## src/rtl/tl_inflight_monitor.sv

```systemverilog
// tl_inflight_monitor
//
// Protocol checker for one TileLink-UL A/D channel pair. It tracks which
// source IDs have a request outstanding and how far each A and D burst has
// progressed. It drives active-high "ok" terms into downstream single-cycle
// assert blocks. Every ok term is combinational from the current inputs and
// the current state, so a check lands on the same clock edge as the fire it
// qualifies.
//
// Ports
//   clock, reset       sole clock; asynchronous active-high reset
//   a_valid/a_ready    A channel handshake
//   a_opcode           0 PutFull, 1 PutPartial, 4 Get (anything else illegal)
//   a_source, a_size   A source ID and log2 transfer size
//   d_valid/d_ready    D channel handshake
//   d_opcode           0 AccessAck, 1 AccessAckData
//   d_source, d_size   D source ID and log2 transfer size
//   a_ok               low on an A-side violation this cycle
//   d_ok               low on a D-side violation this cycle
//   stable_ok          low when a stalled A or D beat changed its fields
//   error_sticky       set the cycle after any ok term is low; reset clears it
//   inflight_cnt       number of source IDs currently outstanding
module tl_inflight_monitor #(
    parameter int SOURCE_BITS = 4,
    parameter int BEAT_BYTES  = 8,
    parameter int MAX_SIZE    = 6
) (
    input  logic                   clock,
    input  logic                   reset,
    input  logic                   a_valid,
    input  logic                   a_ready,
    input  logic [2:0]             a_opcode,
    input  logic [SOURCE_BITS-1:0] a_source,
    input  logic [3:0]             a_size,
    input  logic                   d_valid,
    input  logic                   d_ready,
    input  logic [2:0]             d_opcode,
    input  logic [SOURCE_BITS-1:0] d_source,
    input  logic [3:0]             d_size,
    output logic                   a_ok,
    output logic                   d_ok,
    output logic                   stable_ok,
    output logic                   error_sticky,
    output logic [SOURCE_BITS:0]   inflight_cnt
);

    localparam int NSRC  = 1 << SOURCE_BITS;
    // A 4-bit size allows up to 2^15 bytes, i.e. at most 2^15 beats.
    localparam int CNT_W = 16;

    localparam logic [3:0]       LOG2_BEAT = 4'($clog2(BEAT_BYTES));
    localparam logic [3:0]       MAX_SZ    = 4'(MAX_SIZE);
    localparam logic [CNT_W-1:0] CNT_ONE   = CNT_W'(1);

    localparam logic [2:0] OP_PUT_FULL = 3'd0;
    localparam logic [2:0] OP_PUT_PART = 3'd1;
    localparam logic [2:0] OP_GET      = 3'd4;
    localparam logic [2:0] OP_ACK      = 3'd0;
    localparam logic [2:0] OP_ACK_DATA = 3'd1;

    // Number of beats a message occupies: one when it carries no data,
    // otherwise the transfer size in bus beats, never less than one.
    function automatic logic [CNT_W-1:0] beats_of(input logic       has_data,
                                                  input logic [3:0] size);
        logic [CNT_W-1:0] n;
        n = CNT_ONE;
        if (has_data && (size > LOG2_BEAT)) begin
            n = CNT_ONE << (size - LOG2_BEAT);
        end
        return n;
    endfunction

    // Control state
    logic [NSRC-1:0]  inflight;
    logic [CNT_W-1:0] a_cnt;
    logic [CNT_W-1:0] d_cnt;
    logic             a_hold_vld_p1;
    logic             d_hold_vld_p1;

    // Per-source expectations recorded at the first A beat
    logic             exp_data [NSRC];
    logic [3:0]       exp_size [NSRC];

    // Fields of the burst in progress on each channel
    logic [SOURCE_BITS-1:0] a_burst_src;
    logic [2:0]             a_burst_op;
    logic [3:0]             a_burst_size;
    logic [CNT_W-1:0]       a_burst_beats;
    logic [SOURCE_BITS-1:0] d_burst_src;
    logic [2:0]             d_burst_op;
    logic [3:0]             d_burst_size;
    logic [CNT_W-1:0]       d_burst_beats;

    // Fields of a stalled beat, compared one cycle later
    logic [2:0]             a_hold_op_p1;
    logic [SOURCE_BITS-1:0] a_hold_src_p1;
    logic [3:0]             a_hold_size_p1;
    logic [2:0]             d_hold_op_p1;
    logic [SOURCE_BITS-1:0] d_hold_src_p1;
    logic [3:0]             d_hold_size_p1;

    // Combinational terms
    logic                   a_fire, d_fire;
    logic                   a_first, d_first;
    logic                   a_has_data;
    logic [CNT_W-1:0]       a_beats_now, d_beats_now;
    logic                   a_first_bad, a_mid_bad;
    logic                   d_first_bad, d_mid_bad;
    logic                   a_accept, d_accept;
    logic                   a_last, d_last;
    logic [SOURCE_BITS-1:0] a_set_src, d_clr_src;
    logic [NSRC-1:0]        set_vec, clr_vec, inflight_eff;
    logic [CNT_W-1:0]       a_cnt_nxt, d_cnt_nxt;
    logic [SOURCE_BITS:0]   inflight_cnt_nxt;
    logic                   a_unstable, d_unstable;

    always_comb begin
        a_fire           = a_valid & a_ready;
        d_fire           = d_valid & d_ready;
        a_first          = (a_cnt == '0);
        d_first          = (d_cnt == '0);
        a_has_data       = (a_opcode == OP_PUT_FULL) || (a_opcode == OP_PUT_PART);
        a_beats_now      = beats_of(a_has_data, a_size);
        d_beats_now      = beats_of(d_opcode == OP_ACK_DATA, d_size);
        d_first_bad      = 1'b0;
        d_mid_bad        = 1'b0;
        a_first_bad      = 1'b0;
        a_mid_bad        = 1'b0;
        d_accept         = 1'b0;
        a_accept         = 1'b0;
        d_last           = 1'b0;
        a_last           = 1'b0;
        d_clr_src        = d_first ? d_source : d_burst_src;
        a_set_src        = a_first ? a_source : a_burst_src;
        clr_vec          = '0;
        set_vec          = '0;
        inflight_eff     = inflight;
        a_cnt_nxt        = a_cnt;
        d_cnt_nxt        = d_cnt;
        inflight_cnt_nxt = inflight_cnt;
        a_ok             = 1'b1;
        d_ok             = 1'b1;
        a_unstable       = 1'b0;
        d_unstable       = 1'b0;
        stable_ok        = 1'b1;

        // D side first: its retire must be visible to the A allocate check
        d_first_bad = !inflight[d_source]
                   || (d_opcode != (exp_data[d_source] ? OP_ACK_DATA : OP_ACK))
                   || (d_size != exp_size[d_source]);
        d_mid_bad   = (d_source != d_burst_src) || (d_opcode != d_burst_op)
                   || (d_size != d_burst_size);
        if (d_fire) begin
            if (d_first) begin
                d_ok     = !d_first_bad;
                d_accept = !d_first_bad;
                // A rejected first beat is dropped without opening a burst
                d_last   = !d_first_bad && (d_beats_now == CNT_ONE);
                if (d_accept && !d_last) begin
                    d_cnt_nxt = CNT_ONE;
                end
            end else begin
                d_ok   = !d_mid_bad;
                d_last = ((d_cnt + CNT_ONE) == d_burst_beats);
                d_cnt_nxt = d_last ? '0 : (d_cnt + CNT_ONE);
            end
        end
        if (d_last) begin
            clr_vec[d_clr_src] = 1'b1;
        end

        // A side sees the inflight vector with this cycle's retire applied
        inflight_eff = inflight & ~clr_vec;
        a_first_bad  = inflight_eff[a_source]
                    || !(a_has_data || (a_opcode == OP_GET))
                    || (a_size > MAX_SZ);
        a_mid_bad    = (a_source != a_burst_src) || (a_opcode != a_burst_op)
                    || (a_size != a_burst_size);
        if (a_fire) begin
            if (a_first) begin
                a_ok     = !a_first_bad;
                a_accept = !a_first_bad;
                a_last   = !a_first_bad && (a_beats_now == CNT_ONE);
                if (a_accept && !a_last) begin
                    a_cnt_nxt = CNT_ONE;
                end
            end else begin
                a_ok   = !a_mid_bad;
                a_last = ((a_cnt + CNT_ONE) == a_burst_beats);
                a_cnt_nxt = a_last ? '0 : (a_cnt + CNT_ONE);
            end
        end
        if (a_last) begin
            set_vec[a_set_src] = 1'b1;
        end

        // A set and a clear in the same cycle cancel in the count, including
        // the bypass case where both name the same source.
        case ({a_last, d_last})
            2'b10:   inflight_cnt_nxt = inflight_cnt + 1'b1;
            2'b01:   inflight_cnt_nxt = inflight_cnt - 1'b1;
            default: inflight_cnt_nxt = inflight_cnt;
        endcase

        // A beat still held valid after a stall must not change its fields
        a_unstable = a_valid && a_hold_vld_p1
                  && ((a_opcode != a_hold_op_p1) || (a_source != a_hold_src_p1)
                      || (a_size != a_hold_size_p1));
        d_unstable = d_valid && d_hold_vld_p1
                  && ((d_opcode != d_hold_op_p1) || (d_source != d_hold_src_p1)
                      || (d_size != d_hold_size_p1));
        stable_ok  = !(a_unstable || d_unstable);
    end

    // Control registers: reset to a clean, nothing-outstanding state
    always_ff @(posedge clock or posedge reset) begin
        if (reset) begin
            inflight      <= '0;
            a_cnt         <= '0;
            d_cnt         <= '0;
            inflight_cnt  <= '0;
            error_sticky  <= 1'b0;
            a_hold_vld_p1 <= 1'b0;
            d_hold_vld_p1 <= 1'b0;
        end else begin
            inflight      <= inflight_eff | set_vec;
            a_cnt         <= a_cnt_nxt;
            d_cnt         <= d_cnt_nxt;
            inflight_cnt  <= inflight_cnt_nxt;
            error_sticky  <= error_sticky | ~a_ok | ~d_ok | ~stable_ok;
            a_hold_vld_p1 <= a_valid & ~a_ready;
            d_hold_vld_p1 <= d_valid & ~d_ready;
        end
    end

    // Data registers: only read when qualified by control state above
    always_ff @(posedge clock) begin
        if (a_accept) begin
            a_burst_src          <= a_source;
            a_burst_op           <= a_opcode;
            a_burst_size         <= a_size;
            a_burst_beats        <= a_beats_now;
            exp_data[a_source]   <= (a_opcode == OP_GET);
            exp_size[a_source]   <= a_size;
        end
        if (d_accept) begin
            d_burst_src   <= d_source;
            d_burst_op    <= d_opcode;
            d_burst_size  <= d_size;
            d_burst_beats <= d_beats_now;
        end
        a_hold_op_p1   <= a_opcode;
        a_hold_src_p1  <= a_source;
        a_hold_size_p1 <= a_size;
        d_hold_op_p1   <= d_opcode;
        d_hold_src_p1  <= d_source;
        d_hold_size_p1 <= d_size;
    end

endmodule

```

## config.mk

```make
export PLATFORM = sky130hd
export DESIGN_NAME = tl_inflight_monitor
export DESIGN_NICKNAME = d
export VERILOG_FILES = /design/src/rtl/tl_inflight_monitor.sv
export SDC_FILE = /design/constraint.sdc
export NUM_CORES = 1
export LEC_CHECK = 0
export CAP_MARGIN = 25
export CORE_ASPECT_RATIO = 0.7
export CORE_MARGIN = 3
export CORE_UTILIZATION = 55
export DETAILED_ROUTE_END_ITERATION = 8
export MAX_ROUTING_LAYER = met4
export PLACE_DENSITY = 0.76
export REMOVE_ABC_BUFFERS = 1
export SYNTH_ARGS = -nofsm -noshare
export SYNTH_HDL_FRONTEND = slang
export SYNTH_SLANG_ARGS = --single-unit
```

## constraint.sdc

```tcl
create_clock -name clock -period 5.15 [get_ports clock]
set_input_delay 1.03 -clock clock [delete_from_list [all_inputs] [get_ports clock]]
set_output_delay 1.03 -clock clock [all_outputs]
set_load 0.02 [all_outputs]
```

==> metrics, run 1 <==
vias 8230; DR DRC count 0; WP data required 4120 ps; Crit Path Max Fanout 14; r2r setup slk 440 ps; max_slew headroom 0.419; initial core utilization 0.563; share of layout cells above drive strength 1 0.169; share of the synthesized area in the top cell type 0.359; Buf+Inv Stages, Crit Path 4; Hold Violations, Final 0; Setup WS pre-CTS -472 ps; CTS Buffer Depth 3; critical-path cell list clkdlybuf4s50_1 > buf_12 > mux4_2 > mux2i_1 > mux2i_1 > xnor2_1 > o21a_1 > and3_1 > o311a_2 > o211ai_4 > o21ai_1 > buf_4 > clkbuf_2; worst reg2reg startpoint d_cnt[0]; chip width 177 um; yosys warns 0; RSZ-0062 raised after global routing false; post-route ant nets 0; Slew Limit Fails 0; critical path startpoint category primary input; total track usage 0.260; clock sink count 212; dominant cell type by area after synthesis edfxtp_1; largest net degree at the start of global routing 33; HP Start inflight_cnt[4]; simple-gate area share of the yosys netlist 0.160; total congestion overflow 0; Post-Syn Area 11200 sq um; number of buffers added on ports 36; fillers 1494; synthesis-to-finish area growth 16.5%; sequential area share after synthesis 0.523; worst skew pair latency 500 ps; Site Rows 43; Area contributors post-synth edfxtp_1 36%, dfrtp_1 13%, xor2_1 4.5%; GPL Wtd Cong 1.03; WHS Path Cells 1; Fin Setup TNS 0 ps; Synth Area in XOR/XNOR 0.0789; Worst R2R Path Depth 21; routed wire length 27.8 mm; ys async rst share 0.264; initial antenna violation count 0; Slowest Stage Delay on Critical Path 540 ps; number of global-route vias before repair 7803; CP top delay family buffers and inverters; crit path time final 4990 ps; final worst slack 164 ps; max-cap check violation count 0; Die Height 125 um; drt pass-1 iters 7; Slowest-stage cell, CP mux4_2; Achievable Freq 201 MHz; clock buffer count from CTS 22; TritonCTS clock tree built; average wire per standard cell 20.4 um; IO Count 37; reg2reg end inflight_cnt[4]; crit path kind primary input to output pin; clock root cell clkbuf_16; status finished, final reports clean; Peak VDD IR 333 uV; Finished Cell Area 13100 sq um; drt via density 6.05; Hold Path End inflight_cnt[4]; nets@finish 1111; adder-cell share of the synthesized area 0.0107; synthesized flop and latch total 212; PwrDens 315 nW/um^2; synth unique cells 86; postcts setup bufs 0; n_diodes 0; largest family of logic cells by synthesized area simple AND/OR/NAND/NOR gates; Std-Cell Core Area 19900 sq um; Arr. time, crit path 3960 ps; Hold Path Class register to register; Post-Synthesis Cells 980; crit end category output pin; final setup fails 0; clk_skew 12.1 ps; Top FF cell, synth edfxtp_1; 1st-iter DRT viols 984; Post-CTS Resized 5; most used cell, CP mux2i_1; die area 22200 sq um; Placed Instance Area 12300 sq um; first-pass GRT wire length 44.0 mm; number of flops mapped to enable cells by yosys 134; mux cell area share after synthesis 0.0802; Tightest Pin Transition 870 ps; crit share post-route 0.968; clk slew on worst S/H paths 70 ps; CTS H-tree depth 1; Compound-Gate Fraction of Synth Area 0.112; Mean Syn Cell Area 11.4 sq um; hold_buf cts 0; dpl hpwl 20.0 mm; Pleak 4.79 nW
## per-stage QoR
stage / instances / utilization / power (W) / hold WS [ps]
2_1_floorplan: 922 / - / 0.00230 / 499
3_3_place_gp: 1319 / 0.619 / 0.00253 / 472
3_5_place_dp: 1320 / 0.620 / 0.00255 / 458
4_1_cts: 1360 / 0.656 / 0.00414 / 471
5_1_grt: 1360 / 0.656 / 0.00427 / 498
6_report: 1360 / 0.656 / 0.00411 / 474
## metal layers
metal  routed length [um]  share of wire  up-vias  track usage
met5                    0              0        -            -
met4                  420          0.015        0       0.0512
met3                 3090           0.11       43       0.0735
met2                11500           0.42      396        0.347
met1                12700           0.46     3949        0.399
li1                     -              -     3842            -
## cells in the final DEF (no fill, tap or decap), drive strengths merged, types with 33 or more instances in the layout
master and count:
nor3 37, xnor2 44, nor2 62, clkdlybuf4s50 33, dfrtp 56, mux2i 35
nand2 67, xor2 57, o21ai 88, buf 92, edfxtp 134, nand3 35
## area by class of cell
type	count	area (sq um)	area share
multi-input cells	688	4970	0.381
inverters	22	82.6	0.00632
well taps	270	338	0.0259
clock buffers	26	587	0.0449
clock inverters	14	135	0.0103
flip-flops and latches	212	5870	0.449
repair buffers	128	1070	0.0823
## registers in the layout, indices dropped and copies added (netlist names), 5 cells and up
signal / count
inflight: 16
a_cnt: 16
d_burst_beats: 16
a_burst_beats: 16
exp_size: 64
d_cnt: 16
exp_data: 16
inflight_cnt: 5
## synth_stat cells (5+ instances only)
| library cell | instances |
|---|---|
| nand2b_1 | 15 |
| inv_1 | 20 |
| and4_1 | 6 |
| mux4_2 | 15 |
| and3_1 | 11 |
| nand4_1 | 20 |
| and2_1 | 5 |
| nand3_1 | 35 |
| ha_1 | 8 |
| nand3b_1 | 5 |
| mux2i_1 | 34 |
| nor4_2 | 6 |
| nor3_1 | 27 |
| clkbuf_1 | 35 |
| a21oi_1 | 15 |
| xnor2_1 | 44 |
| mux4_1 | 6 |
| a31oi_1 | 10 |
| o21a_1 | 5 |
| xor2_1 | 57 |
| o21ai_0 | 67 |
| nand2_1 | 67 |
| o31ai_1 | 19 |
| dfxtp_1 | 22 |
| edfxtp_1 | 134 |
| o211ai_1 | 7 |
| nor4_1 | 14 |
| nor3_2 | 10 |
| nor2b_1 | 15 |
| dfrtp_1 | 56 |
| nor2_1 | 62 |
| a22oi_1 | 5 |
| buf_2 | 17 |
| o21ai_1 | 21 |
## cell families after synthesis
| kind of cell | Yosys count |
|---|---|
| AND/OR/NAND/NOR | 321 |
| flip-flops | 212 |
| AO/OA/AOI/OAI | 191 |
| XOR/XNOR | 101 |
| buffers and inverters | 85 |
| multiplexers | 60 |
| adder cells (fa/ha/maj) | 9 |
| other | 1 |
## power by group
| group | leakage (nW) | switching, W | internal [W] |
|---|---|---|---|
| logic | 2.31 | 0.000339 | 0.000262 |
| registers | 2.14 | 0.0000744 | 0.00185 |
| clock network | 0.346 | 0.000665 | 0.000924 |
## worst max-delay path by stage
stage                     cells past startpoint   startpoint  slack, ps              end
after floorplan                              18  d_source[1]         80  inflight_cnt[4]
after global placement                       11  d_source[1]       -440             a_ok
after detailed placement                     14  d_source[1]       -470             a_ok
after CTS                                    12  d_source[2]        0.2             a_ok
after global routing                         13  d_source[2]         20             a_ok
final                                        13  d_source[2]        160             a_ok
Power figures use the tool's default switching activity.
==> inputs of run 2 (changes only) <==
- CAP_MARGIN: 25 -> unset
- CORE_MARGIN: 3 -> unset
==> run 2 against run 1 <==
First-iteration DRC count is 3.7% lower. Via count up 0.34%. Combinational power increased by 0.7%. Cell count unchanged. Total power increased by 0.28%. Critical path type unchanged. Largest cell class unchanged. Highest routed layer unchanged.
==> metrics, run 2 (synthesis results as in run 1) <==
status finished, final reports clean (unchanged); initial core utilization 0.563 (unchanged); nets@finish 1111 (unchanged); Placed Instance Area 12300 sq um (about the same); first-pass GRT wire length 43.3 mm (was 44.0 mm); number of global-route vias before repair 7604 (was 7803); top sig layer met4 (unchanged); worst skew pair latency 510 ps (was 500 ps); initial antenna violation count 0 (unchanged); Slowest-stage cell, CP mux4_1 (was mux4_2); critical path startpoint category primary input (unchanged); fillers 1489 (was 1494); n_diodes 0 (unchanged); crit path kind primary input to output pin (unchanged); WHS 470 ps (was 474 ps); IO Count 37 (unchanged); CTS H-tree depth 1 (unchanged); met3 WL 2.88 mm (was 3.09 mm); die area 21000 sq um (was 22200 sq um); average wire per standard cell 20.4 um (about the same); TritonCTS clock tree built (unchanged); hold_buf cts 0 (unchanged); Slew Limit Fails 0 (unchanged); dpl hpwl 20.0 mm (about the same); max FFs per register 64 (unchanged); PwrDens 314 nW/um^2 (was 315 nW/um^2); Pleak 4.83 nW (was 4.79 nW); clk_skew 19.5 ps (was 12.1 ps); routed wire length 27.8 mm (about the same); synthesis-to-finish area growth 17.1% (was 16.5%); critical-path cell list clkdlybuf4s15_2 > buf_6 > mux4_1 > mux2i_1 > o22ai_2 > xor2_2 > nor3b_1 > and3_1 > o311a_2 > o211ai_4 > o21ai_0 > buf_4 > dlygate4sd2_1 (was clkdlybuf4s50_1 > buf_12 > mux4_2 > mux2i_1 > mux2i_1 > xnor2_1 > o21a_1 > and3_1 > o311a_2 > o211ai_4 > o21ai_1 > buf_4 > clkbuf_2); clock sink count 212 (unchanged); CTS Buffer Depth 3 (unchanged); Final Core Density 0.659 (was 0.656); GPL Wtd Cong 0.985 (was 1.03); drt pass-1 iters 5 (was 7); Finished Cell Area 13100 sq um (about the same); RSZ-0062 raised after global routing false (unchanged); max_slew headroom 0.218 (was 0.419); commonest non-fill, non-tap cell in the layout edfxtp_1 (unchanged); Arr. time, crit path 4030 ps (was 3960 ps); share of layout cells above drive strength 1 0.172 (was 0.169); Site Rows 43 (unchanged); most frequent cells in the layout 134 x edfxtp_1, 86 x buf_4, 67 x nand2_1, 66 x o21ai_0, 62 x nor2_1 (was 134 x edfxtp_1, 90 x buf_4, 67 x nand2_1, 65 x o21ai_0, 62 x nor2_1); clock buffer count from CTS 22 (unchanged); Die Height 121 um (was 125 um); DR DRC count 0 (unchanged); 1st-iter DRT viols 948 (was 984); metal1 wirelength 13.0 mm (was 12.7 mm); Placed Cells 1318 (was 1320); vias 8258 (was 8230); total track usage 0.277 (was 0.260); Achievable Freq 198 MHz (was 201 MHz); post-route ant nets 0 (unchanged); Peak VDD IR 214 uV (was 333 uV); Std-Cell Core Area 19900 sq um (unchanged); Final Power 0.00412 W (was 0.00411 W); Crit Path Max Fanout 7 (was 14); number of buffers added on ports 36 (unchanged); WL met2 11.4 mm (was 11.5 mm); max-cap check violation count 0 (unchanged); Tightest Pin Transition 1170 ps (was 870 ps); Top reg by flops exp_size (unchanged); drt via density 6.07 (was 6.05); WP data required 4120 ps (about the same); crit path time final 5060 ps (was 4990 ps); largest net degree at the start of global routing 57 (was 33); final cell count without fillers 1360 (unchanged); chip width 173 um (was 177 um); Hold Violations, Final 0 (unchanged); final setup fails 0 (unchanged); clk slew on worst S/H paths 60 ps (was 70 ps); clock root cell clkbuf_16 (unchanged); crit share post-route 0.983 (was 0.968); Hold Path Class register to register (unchanged); total congestion overflow 0 (unchanged); crit end category output pin (unchanged); Slowest Stage Delay on Critical Path 570 ps (was 540 ps)
## run 2: changes by cell type in the layout (fill, tap and decap cells not counted), sizes merged
cell and change:
buf -1, bufbuf +1, bufinv -1, clkbuf +8, clkdlybuf4s50 -2, clkinv -2, clkinvlp -2, dlygate4sd2 +1
dlymetal6s2s +1, inv -3
## run 2: critical path, delay by kind of cell
kind                      cells  cell delay, ps
buffers and inverters         4             940
and+or+nand+nor               2             440
muxes                         2             780
AOI/OAI and AO/OA             4             640
xor gates and xnor gates      1             170
## run 2: worst paths after layout
kind                                 startpoint              end  slack [ps]  depth (start not counted)
worst max-delay path                d_source[1]             a_ok          90                         13
worst min-delay path            inflight_cnt[4]  inflight_cnt[4]         470                          1
max in group asynchronous                 reset        d_cnt[15]        3580                          3
worst max register to register         d_cnt[0]  inflight_cnt[4]         430                         22
min in group asynchronous                 reset        a_cnt[12]        1040                          3
worst min register to register  inflight_cnt[4]  inflight_cnt[4]         470                          1
## run 2: power by group
group	total (W)	switching (W)	internal (W)	leakage, nW
Clock	0.00159	0.000647	0.000945	0.353
Sequential	0.00193	0.0000791	0.00185	2.14
Combinational	0.000605	0.000337	0.000267	2.33
Total	0.00412	0.00106	0.00306	4.83
## run 2: layout make-up
type                    count  area [sq um]  area share
clock buffers              34           668      0.0509
clock inverters             6          60.1     0.00457
inverters                  22          82.6     0.00629
multi-input cells         688          4990       0.380
flip-flops and latches    212          5870       0.447
well taps                 270           338      0.0257
repair buffers            128          1120      0.0854
## run 2: repair_timing
action / CTS / global route
gates resized for setup: 9 / 8
pin swaps: 1 / 2
endpoints found under the setup margin: 4 / 2
cloned: 1 / 0
setup buffers: 1 / 0
## run 2: layer usage
layer,vias to the layer above,global-route usage
met2,394,0.378
met4,0,0.0569
met3,41,0.0695
met5,-,-
met1,3987,0.415
li1,3836,-
## run 2: metrics by stage
step / setup slack, ps / setup TNS (ps)
after floorplan: 77.6 / 0
after CTS: 60.9 / 0
after global placement: -438 / -1340
final: 87.7 / 0
after detailed placement: -561 / -2290
after global routing: 0.853 / 0
